**config.mk**
```make
export PLATFORM = sky130hd
export DESIGN_NAME = axis_rr_arbiter
export DESIGN_NICKNAME = d
export VERILOG_FILES = /design/src/rtl/axis_rr_arbiter.sv
export SDC_FILE = /design/constraint.sdc
export NUM_CORES = 1
export LEC_CHECK = 0
export ABC_CLOCK_PERIOD_IN_PS = 2600
export CORE_AREA = 3 3 143 145
export CTS_CLUSTER_DIAMETER = 150
export CTS_CLUSTER_SIZE = 16
export DETAILED_ROUTE_END_ITERATION = 6
export DIE_AREA = 0 0 146 148
export PLACE_DENSITY = 0.69
export SLEW_MARGIN = 20
export SYNTH_ARGS = -nofsm -noshare
export SYNTH_HDL_FRONTEND = slang
export SYNTH_SLANG_ARGS = --single-unit
```
**constraint.sdc**
```tcl
create_clock -name m_axi_aclk -period 2.6 [get_ports m_axi_aclk]
set_input_delay 0.26 -clock m_axi_aclk [delete_from_list [all_inputs] [get_ports m_axi_aclk]]
set_output_delay 0.26 -clock m_axi_aclk [all_outputs]
set_load 0.02 [all_outputs]
```
**src/rtl/axis_rr_arbiter.sv**
```systemverilog
// axis_rr_arbiter
// Round-robin arbiter sharing one AXI-stream sink between NUM_SRC producers.
// A granted source keeps the sink for up to BURST_LEN beats or until it goes
// idle, then drops to lowest priority. Data, valid and ready pass straight
// through while a grant is held; grant/status outputs come from registers.

`default_nettype none

module axis_rr_arbiter #(
    parameter int AXIS_BUS_WIDTH = 64,
    parameter int NUM_SRC        = 4,
    parameter int BURST_LEN      = 16
) (
    input  logic                                m_axi_aclk,
    input  logic                                m_axi_areset,
    input  logic [NUM_SRC*AXIS_BUS_WIDTH-1:0]   s_axis_tdata,
    input  logic [NUM_SRC-1:0]                  s_axis_tvalid,
    output logic [NUM_SRC-1:0]                  s_axis_tready,
    output logic [AXIS_BUS_WIDTH-1:0]           m_axis_tdata,
    output logic                                m_axis_tvalid,
    input  logic                                m_axis_tready,
    output logic [$clog2(NUM_SRC)-1:0]          m_axis_tid,
    output logic [NUM_SRC-1:0]                  o_grant,
    output logic                                o_busy,
    output logic [31:0]                         o_beat_count
);

    localparam int IDX_W = $clog2(NUM_SRC);
    localparam int CNT_W = $clog2(BURST_LEN + 1);

    // Value of burst_cnt when the beat that completes a burst is accepted.
    localparam logic [CNT_W-1:0] LAST_BEAT = CNT_W'(BURST_LEN - 1);
    // Reset value of last_idx: makes source 0 the first to be scanned.
    localparam logic [IDX_W-1:0] LAST_SRC  = IDX_W'(NUM_SRC - 1);
    // NUM_SRC expressed in the width of the rotated-index adder.
    localparam logic [IDX_W:0]   SRC_COUNT = (IDX_W + 1)'(NUM_SRC);

    typedef enum logic {
        ARB,
        GRANT
    } state_t;

    // ------------------------------------------------------------------
    // State
    // ------------------------------------------------------------------
    state_t                 state_reg;
    logic [IDX_W-1:0]       grant_idx_reg;
    logic [IDX_W-1:0]       last_idx_reg;
    logic [CNT_W-1:0]       burst_cnt_reg;
    logic [31:0]            beat_count_reg;

    // Registered status outputs, valid only while a grant is held.
    logic [IDX_W-1:0]       tid_reg;
    logic [NUM_SRC-1:0]     grant_onehot_reg;
    logic                   busy_reg;

    // ------------------------------------------------------------------
    // Per-source data unpacking
    // ------------------------------------------------------------------
    logic [AXIS_BUS_WIDTH-1:0] src_data [NUM_SRC];

    genvar gi;
    generate
        for (gi = 0; gi < NUM_SRC; gi++) begin : g_unpack
            assign src_data[gi] = s_axis_tdata[gi*AXIS_BUS_WIDTH +: AXIS_BUS_WIDTH];
        end
    endgenerate

    // ------------------------------------------------------------------
    // Rotated request scan
    // Candidate slot gi holds source (last_idx + 1 + gi) mod NUM_SRC, so
    // slot 0 is the highest-priority source for the next grant. The sum
    // never exceeds 2*NUM_SRC-1, so one conditional subtraction wraps it.
    // ------------------------------------------------------------------
    logic [IDX_W:0]         cand_sum   [NUM_SRC];
    logic [IDX_W-1:0]       cand_idx   [NUM_SRC];
    logic [NUM_SRC-1:0]     cand_valid;

    generate
        for (gi = 0; gi < NUM_SRC; gi++) begin : g_rotate
            assign cand_sum[gi]   = {1'b0, last_idx_reg} + (IDX_W + 1)'(gi + 1);
            assign cand_idx[gi]   = (cand_sum[gi] >= SRC_COUNT)
                                  ? IDX_W'(cand_sum[gi] - SRC_COUNT)
                                  : cand_sum[gi][IDX_W-1:0];
            assign cand_valid[gi] = s_axis_tvalid[cand_idx[gi]];
        end
    endgenerate

    logic                   pick_found;
    logic [IDX_W-1:0]       pick_idx;
    logic [NUM_SRC-1:0]     pick_onehot;

    // Lowest candidate slot with a valid request wins (scan from the far end
    // so the nearest slot overwrites).
    always_comb begin
        pick_found = 1'b0;
        pick_idx   = '0;
        for (int k = NUM_SRC - 1; k >= 0; k--) begin
            if (cand_valid[k]) begin
                pick_found = 1'b1;
                pick_idx   = cand_idx[k];
            end
        end
    end

    generate
        for (gi = 0; gi < NUM_SRC; gi++) begin : g_pick_dec
            assign pick_onehot[gi] = (pick_idx == IDX_W'(gi));
        end
    endgenerate

    // ------------------------------------------------------------------
    // Grant-side handshake and release decision
    // ------------------------------------------------------------------
    logic                   in_grant;
    logic                   cur_valid;
    logic                   beat;
    logic                   burst_done;
    logic                   release_grant;

    assign in_grant      = (state_reg == GRANT);
    assign cur_valid     = s_axis_tvalid[grant_idx_reg];
    assign beat          = in_grant && cur_valid && m_axis_tready;
    assign burst_done    = beat && (burst_cnt_reg == LAST_BEAT);
    // An idle granted source gives up the sink at once; no beat is possible
    // in that cycle, so nothing is lost.
    assign release_grant = in_grant && (burst_done || !cur_valid);

    // ------------------------------------------------------------------
    // Zero-latency forwarding path
    // ------------------------------------------------------------------
    assign m_axis_tvalid = in_grant && cur_valid;
    assign m_axis_tdata  = in_grant ? src_data[grant_idx_reg] : '0;

    // grant_onehot_reg is all-zero in ARB, so no source sees ready there.
    generate
        for (gi = 0; gi < NUM_SRC; gi++) begin : g_ready
            assign s_axis_tready[gi] = grant_onehot_reg[gi] & m_axis_tready;
        end
    endgenerate

    assign m_axis_tid   = tid_reg;
    assign o_grant      = grant_onehot_reg;
    assign o_busy       = busy_reg;
    assign o_beat_count = beat_count_reg;

    // ------------------------------------------------------------------
    // Arbitration FSM with registered status outputs and beat counters.
    // Reset wins over a beat in the same cycle, so such a beat is not counted.
    // ------------------------------------------------------------------
    always_ff @(posedge m_axi_aclk) begin
        if (m_axi_areset) begin
            state_reg        <= ARB;
            grant_idx_reg    <= '0;
            last_idx_reg     <= LAST_SRC;
            burst_cnt_reg    <= '0;
            beat_count_reg   <= '0;
            tid_reg          <= '0;
            grant_onehot_reg <= '0;
            busy_reg         <= 1'b0;
        end else begin
            case (state_reg)
                ARB: begin
                    if (pick_found) begin
                        state_reg        <= GRANT;
                        grant_idx_reg    <= pick_idx;
                        burst_cnt_reg    <= '0;
                        tid_reg          <= pick_idx;
                        grant_onehot_reg <= pick_onehot;
                        busy_reg         <= 1'b1;
                    end
                end
                GRANT: begin
                    if (beat) begin
                        burst_cnt_reg  <= burst_cnt_reg + CNT_W'(1);
                        beat_count_reg <= beat_count_reg + 32'd1;
                    end
                    if (release_grant) begin
                        state_reg        <= ARB;
                        last_idx_reg     <= grant_idx_reg;
                        tid_reg          <= '0;
                        grant_onehot_reg <= '0;
                        busy_reg         <= 1'b0;
                    end
                end
                default: begin
                    state_reg        <= ARB;
                    tid_reg          <= '0;
                    grant_onehot_reg <= '0;
                    busy_reg         <= 1'b0;
                end
            endcase
        end
    end

endmodule

`default_nettype wire

```
==> Word-level counts from Yosys, hierarchy flattened <==
Cells that the tools add are included.
{ "classes": {"addsub": 10, "n_mul": 0, "div": 0, "order_cmp": 10, "n_eq_ne": 7, "shift": 0, "muxes": 41, "bitwise_logic": 6, "reduce_logical": 12} }
{ "ops": {"columns": ["operator", "count"], "rows": [
  ["$mux W64", 3],
  ["$bmux W64 S2", 1],
  ["$add A32 B1 Y32 const B", 1],
  ["$mux W2", 10],
  ["$ge A3 B3 Y1 const B", 5],
  ["$lt A2 B3 Y1 const B", 5],
  ["$mux W1", 13],
  ["$bmux W1 S2", 5],
  ["$mux W5", 2],
  ["$pmux W5 S2", 1],
  ["$reduce_and A2 Y1", 5],
  ["$mux W4", 2],
  ["$pmux W4 S2", 1],
  ["$sub A2 B1 Y2 const B", 4],
  ["$add A2 B2 Y3 const B", 2],
  ["$add A5 B1 Y5 const B", 1],
  ["$eq A5 B4 Y1 const B", 1],
  ["$and A1 B1 Y1", 4],
  ["$eq A2 B2 Y1 const B", 2],
  ["$logic_and A1 B1 Y1", 4],
  ["$ne A2 B1 Y1 const B", 2],
  ["$pmux W1 S2", 2],
  ["$pmux W2 S2", 1],
  ["$add A2 B1 Y3 const B", 1],
  ["8 further kinds", 8]
]} }
{ "totals": {"reg_bits": 49, "latchBits": 0, "mem_bits_rw": 0, "romBits": 0, "input_bits": 263, "wordCells": 94, "n_memories": 0} }

==> Depth between registers and ports, before layout <==
{ "logic_depth": {"ltp_word": 12, "depth_mapped": 7, "ltp_nobuf": 7} }

==> Least setup slack after synthesis <==
Ideal clock, no wire load.
{ "synth_path": {"path_kind": "reg-to-reg", "from": "register beat_count_reg[3], in the netlist o_beat_count[3]", "to": "register beat_count_reg[29], in the netlist o_beat_count[29]", "arrival_time_ns": 1.883, "slack_ns": 0.593, "stages_incl_launch_ff": 7, "n_path_buf": 2, "synth_period_minus_slack_ns": 2.007, "path_cell_list": "dfxtp_1 > and4_1 > clkbuf_1 > nand4_4 > buf_6 > nor4_2 > mux2_1"} }
{ "synth_between": {"elab_chain_len": 1} }
{ "synth_lines": {"columns": ["item", "line", "rtl"], "rows": [
  ["start: declaration", "50", "logic [31:0] beat_count_reg;"],
  ["start signal: assignment", "176", "beat_count_reg <= beat_count_reg + 32'd1;"],
  ["$add A32 B1 Y32", "176", null]
]} }
No other way between the ends.
A chain may end at the register's enable or synchronous reset.

==> Worst setup path after layout <==
{ "layout_path": {"from": "register grant_idx_reg[1]", "to": "output m_axis_tdata[62]"} }
{ "layout_between": {"elab_chain_len": 5} }
{ "layout_lines": {"columns": ["item", "line", "rtl"], "rows": [
  ["start: declaration", "47", "logic [IDX_W-1:0] grant_idx_reg;"],
  ["start signal: assignment", "166", "grant_idx_reg <= pick_idx;"],
  ["$not A2 Y3 (not written as such)", "133", "assign m_axis_tdata = in_grant ? src_data[grant_idx_reg] : '0;"],
  ["$bmux W64 S2", "133", null],
  ["$mux W64 (not written as such) (2 in a row)", "133", null],
  ["$mux W64", "133", null],
  ["end: declaration", "19", "output logic [AXIS_BUS_WIDTH-1:0] m_axis_tdata,"]
]} }
No other way between the ends. The select of a mux whose other input is x is not followed.

==> results.txt <==
Routed wire length -> 23000 um
Drt first pass iters -> 4
Worst path top cell family by delay -> buffers and inverters
Power density over the cells -> 343 nW/um^2
Site row count -> 51
Worst-Margin Slew -> 0.600 ns
CP max stage delay -> 0.55 ns
Setup TNS -> 0 ns
WL per Instance -> 21.4 um
H-tree levels -> 2
P&R area growth vs syn -> 98.5%
Layout cells sized above 1 -> 15.7%
Fin crit share -> 96.1%
DR iter-0 viols -> 213
Clk root buf -> clkbuf_16
Period minus WS final -> 2.50 ns
Setup ws final -> 0.101 ns
Clk_lat worst skew -> 0.29 ns
DIE WIDTH -> 146 um
Status -> finished, final reports clean
Max cap viols -> 0
Die Y -> 148 um
Hold path cells -> 1
Yosys warns -> 0
Clock Power Share -> 22.4%
Reg-to-Reg End -> o_beat_count[27]
Int Pwr -> 2110 uW
NumNets Final -> 1070
Switching power -> 899 uW
Seq/Total Area, Yosys -> 22.2%
Port Buf Inserts -> 370
# setup viols final -> 0
Die ar. -> 21600 um^2
# IOs -> 371
CP Max Fanout -> 18
Worst Skew -> 0.00838 ns
CTS tree -> done
Initial antenna violation count -> 5
Drt drc -> 0
Grt total ovfl -> 0
Final cell count without fillers -> 1075
Worst hold path startpoint -> m_axis_tid[1]
Critical setup path kind -> reg -> out
Synthesized net count -> 700
Synthesized area per cell -> 10.2 um^2
Worst-case clock buffer depth -> 2
Post-Place Setup Slack -> 0.189 ns
Max reg flops -> 32
FF+latch count, synth -> 49
Routed via count -> 5182
Worst-case reg-to-reg path depth -> 5
Netlist cell types -> 46
Flop pwr share -> 26.8%
Number of global-route vias before repair -> 5160
First-pass GRT wire length -> 32900 um
CP endpoint kind -> output pin
Pleak -> 0.00303 uW
Worst reg2reg setup slack -> 0.46 ns
Worst Hold End -> m_axis_tid[1]
Max VDD drop -> 0.297 mV
Net Sw Frac -> 29.9%
Initial Util -> 22.8%
Pin count of the biggest net entering global routing -> 41
Cells after DPL -> 1059
HPWL Detailed -> 19400 um
RePlAce Congestion -> 0.900
Reg clk slew, reported paths -> 0.07 ns
WP buf/inv -> 2
Avg Vias per Cell -> 4.82
Total core area -> 19300 um^2
Slowest CP cell -> dfxtp_4
Num Clock Sinks -> 49
Startpoint Class -> flop
Fmax -> 400 MHz
Worst Hold Class -> reg -> reg
Cell Area, Synth -> 4410 um^2
CTS Buf Count -> 5
Tot GR Track Use -> 20.0%
Max_slew headroom -> 60.0%
Synth Instances -> 434
Final hold violations -> 0
Routed Antenna Nets -> 0
Crit path cell chain -> buf_4, mux4_2, and2_1, clkdlybuf4s50_1
Final Slew Violations -> 0
Arr. time, crit path -> 2.24 ns
Hold Buf Count CTS -> 0
CP Data Required Time -> 2.34 ns
Combinational share of power -> 50.9%
Unrepaired setup endpoints after global routing -> no
R2r startpoint -> grant_idx_reg[0]
layer usage:
layer  vias to the layer above  global-route usage [%]  share of wire, %
li1                       2415                       -                 -
met1                      2545                    25.1                41
met2                       203                    34.5                50
met3                        19                    5.24               7.3
met4                         0                    5.08               1.5
met5                         -                       0                 0
power groups by stage:
stage                     Clock [uW]  Combinational [uW]  Sequential [uW]
after floorplan                    0                 680              813
after global placement             0                1480              840
after detailed placement           0                1490              841
after CTS                        685                1540              804
after global routing             716                1620              807
final                            672                1530              805
metrics by stage:
stage | util (%) | hold slack (ns) | power [uW] | area [um^2]
final | 45.3 | 0.466 | 3010 | 8750
after global routing | 45.3 | 0.477 | 3140 | 8750
after CTS | 45.2 | 0.468 | 3030 | 8740
after detailed placement | 44.1 | 0.454 | 2330 | 8530
after global placement | 44.1 | 0.455 | 2320 | 8530
after floorplan | - | 0.448 | 1490 | 4410
logic make-up (layout without fill, tap and decap cells):
kind of cell             Yosys count  count (layout)  share of synthesized area (%)
XOR/XNOR                          11              11                           2.18
AND/OR/NAND/NOR                  200             200                           27.3
multiplexers                      76              76                           36.0
buffers and inverters             46             417                           4.34
other                              0               5                              0
AO/OA/AOI/OAI                     49              49                           7.09
adder cells (fa/ha/maj)            3               3                          0.851
flip-flops                        49              49                           22.2
synth_stat cells, drive strengths merged:
cell,instances,area share (%)
and2,72,10
mux4,65,33
dfxtp,49,22
clkbuf,24,2.0
nor2,24,2.0
a21oi,20,2.3
buf,15,1.7
nand4,15,2.5
nand2,14,1.2
nand3,14,1.6
xor2,11,2.2
mux2,10,2.6
or4,10,1.7
nor4,9,1.6
o31ai,9,1.5
nor2b,8,1.1
nor3,8,0.91
inv,7,0.60
o21ai,7,0.79
or3,6,0.85
and3,5,0.71
and4,5,0.99
nand2b,4,0.57
ha,3,0.85
a211oi,2,0.34
a32o,2,0.45
nand4b,2,0.74
or2,2,0.28
a211o,1,0.20
a21bo,1,0.23
a21boi,1,0.17
a21o,1,0.17
a2bb2o,1,0.23
a31oi,1,0.14
mux2i,1,0.23
nor3b,1,0.17
nor4b,1,0.20
o211ai,1,0.17
o22a,1,0.20
o2bb2ai,1,0.20
placed cells by master, fill, tap and decap left out, types with 2 or more instances in the layout:
| cell type | count |
|---|---|
| buf_4 | 29 |
| buf_12 | 4 |
| nor4_1 | 7 |
| and3_1 | 5 |
| or4_1 | 10 |
| xor2_1 | 11 |
| nand3_1 | 14 |
| and2_1 | 72 |
| and4_1 | 5 |
| a32o_1 | 2 |
| nand2b_1 | 4 |
| dfxtp_4 | 2 |
| nor4_2 | 2 |
| a211oi_1 | 2 |
| diode_2 | 5 |
| or3_1 | 6 |
| o31ai_1 | 9 |
| clkbuf_16 | 5 |
| a21oi_1 | 20 |
| dfxtp_1 | 46 |
| nor2b_1 | 8 |
| nand4_1 | 14 |
| or2_2 | 2 |
| mux2_1 | 2 |
| o21ai_0 | 7 |
| mux4_2 | 65 |
| ha_1 | 3 |
| nor3_1 | 8 |
| clkdlybuf4s50_1 | 367 |
| inv_1 | 7 |
| nand2_1 | 14 |
| nor2_1 | 24 |
| mux2_2 | 8 |
worst register-to-register path, cell delays in order (launching register included):
cell and delay (ns):
dfxtp_4 0.37, buf_4 0.15, mux4_2 0.47, nand4_4 0.28, nor4_1 0.39, mux2_2 0.37
how the worst max path moves through the flow:
stage                     start          endpoint  slack (ns)  cells after the start
6_report       grant_idx_reg[1]  m_axis_tdata[62]        0.10                      4
5_1_grt        grant_idx_reg[0]  m_axis_tdata[12]        0.02                      5
4_1_cts        grant_idx_reg[0]  m_axis_tdata[25]         0.1                      5
3_5_place_dp   s_axis_tvalid[2]     m_axis_tvalid        0.19                      4
3_3_place_gp   s_axis_tvalid[2]     m_axis_tvalid        0.20                      4
2_1_floorplan   o_beat_count[3]  o_beat_count[29]        0.59                      6
layout make-up:
type	instances	area [um^2]
Timing Repair Buffer	402	4000
Tap cell	265	332
Clock buffer	6	139
Antenna cell	5	12.5
Inverter	7	26.3
Fill cell	1835	10600
Sequential cell	49	990
Multi-Input combinational cell	339	3240
Clock inverter	2	13.8
what timing repair did:
item / in CTS / in global routing
gates resized for setup: 0 / 0
endpoints found under the setup margin: 55 / 0
buffers inserted: 3 / 0
Note: power is estimated with default switching activity, not from simulation.
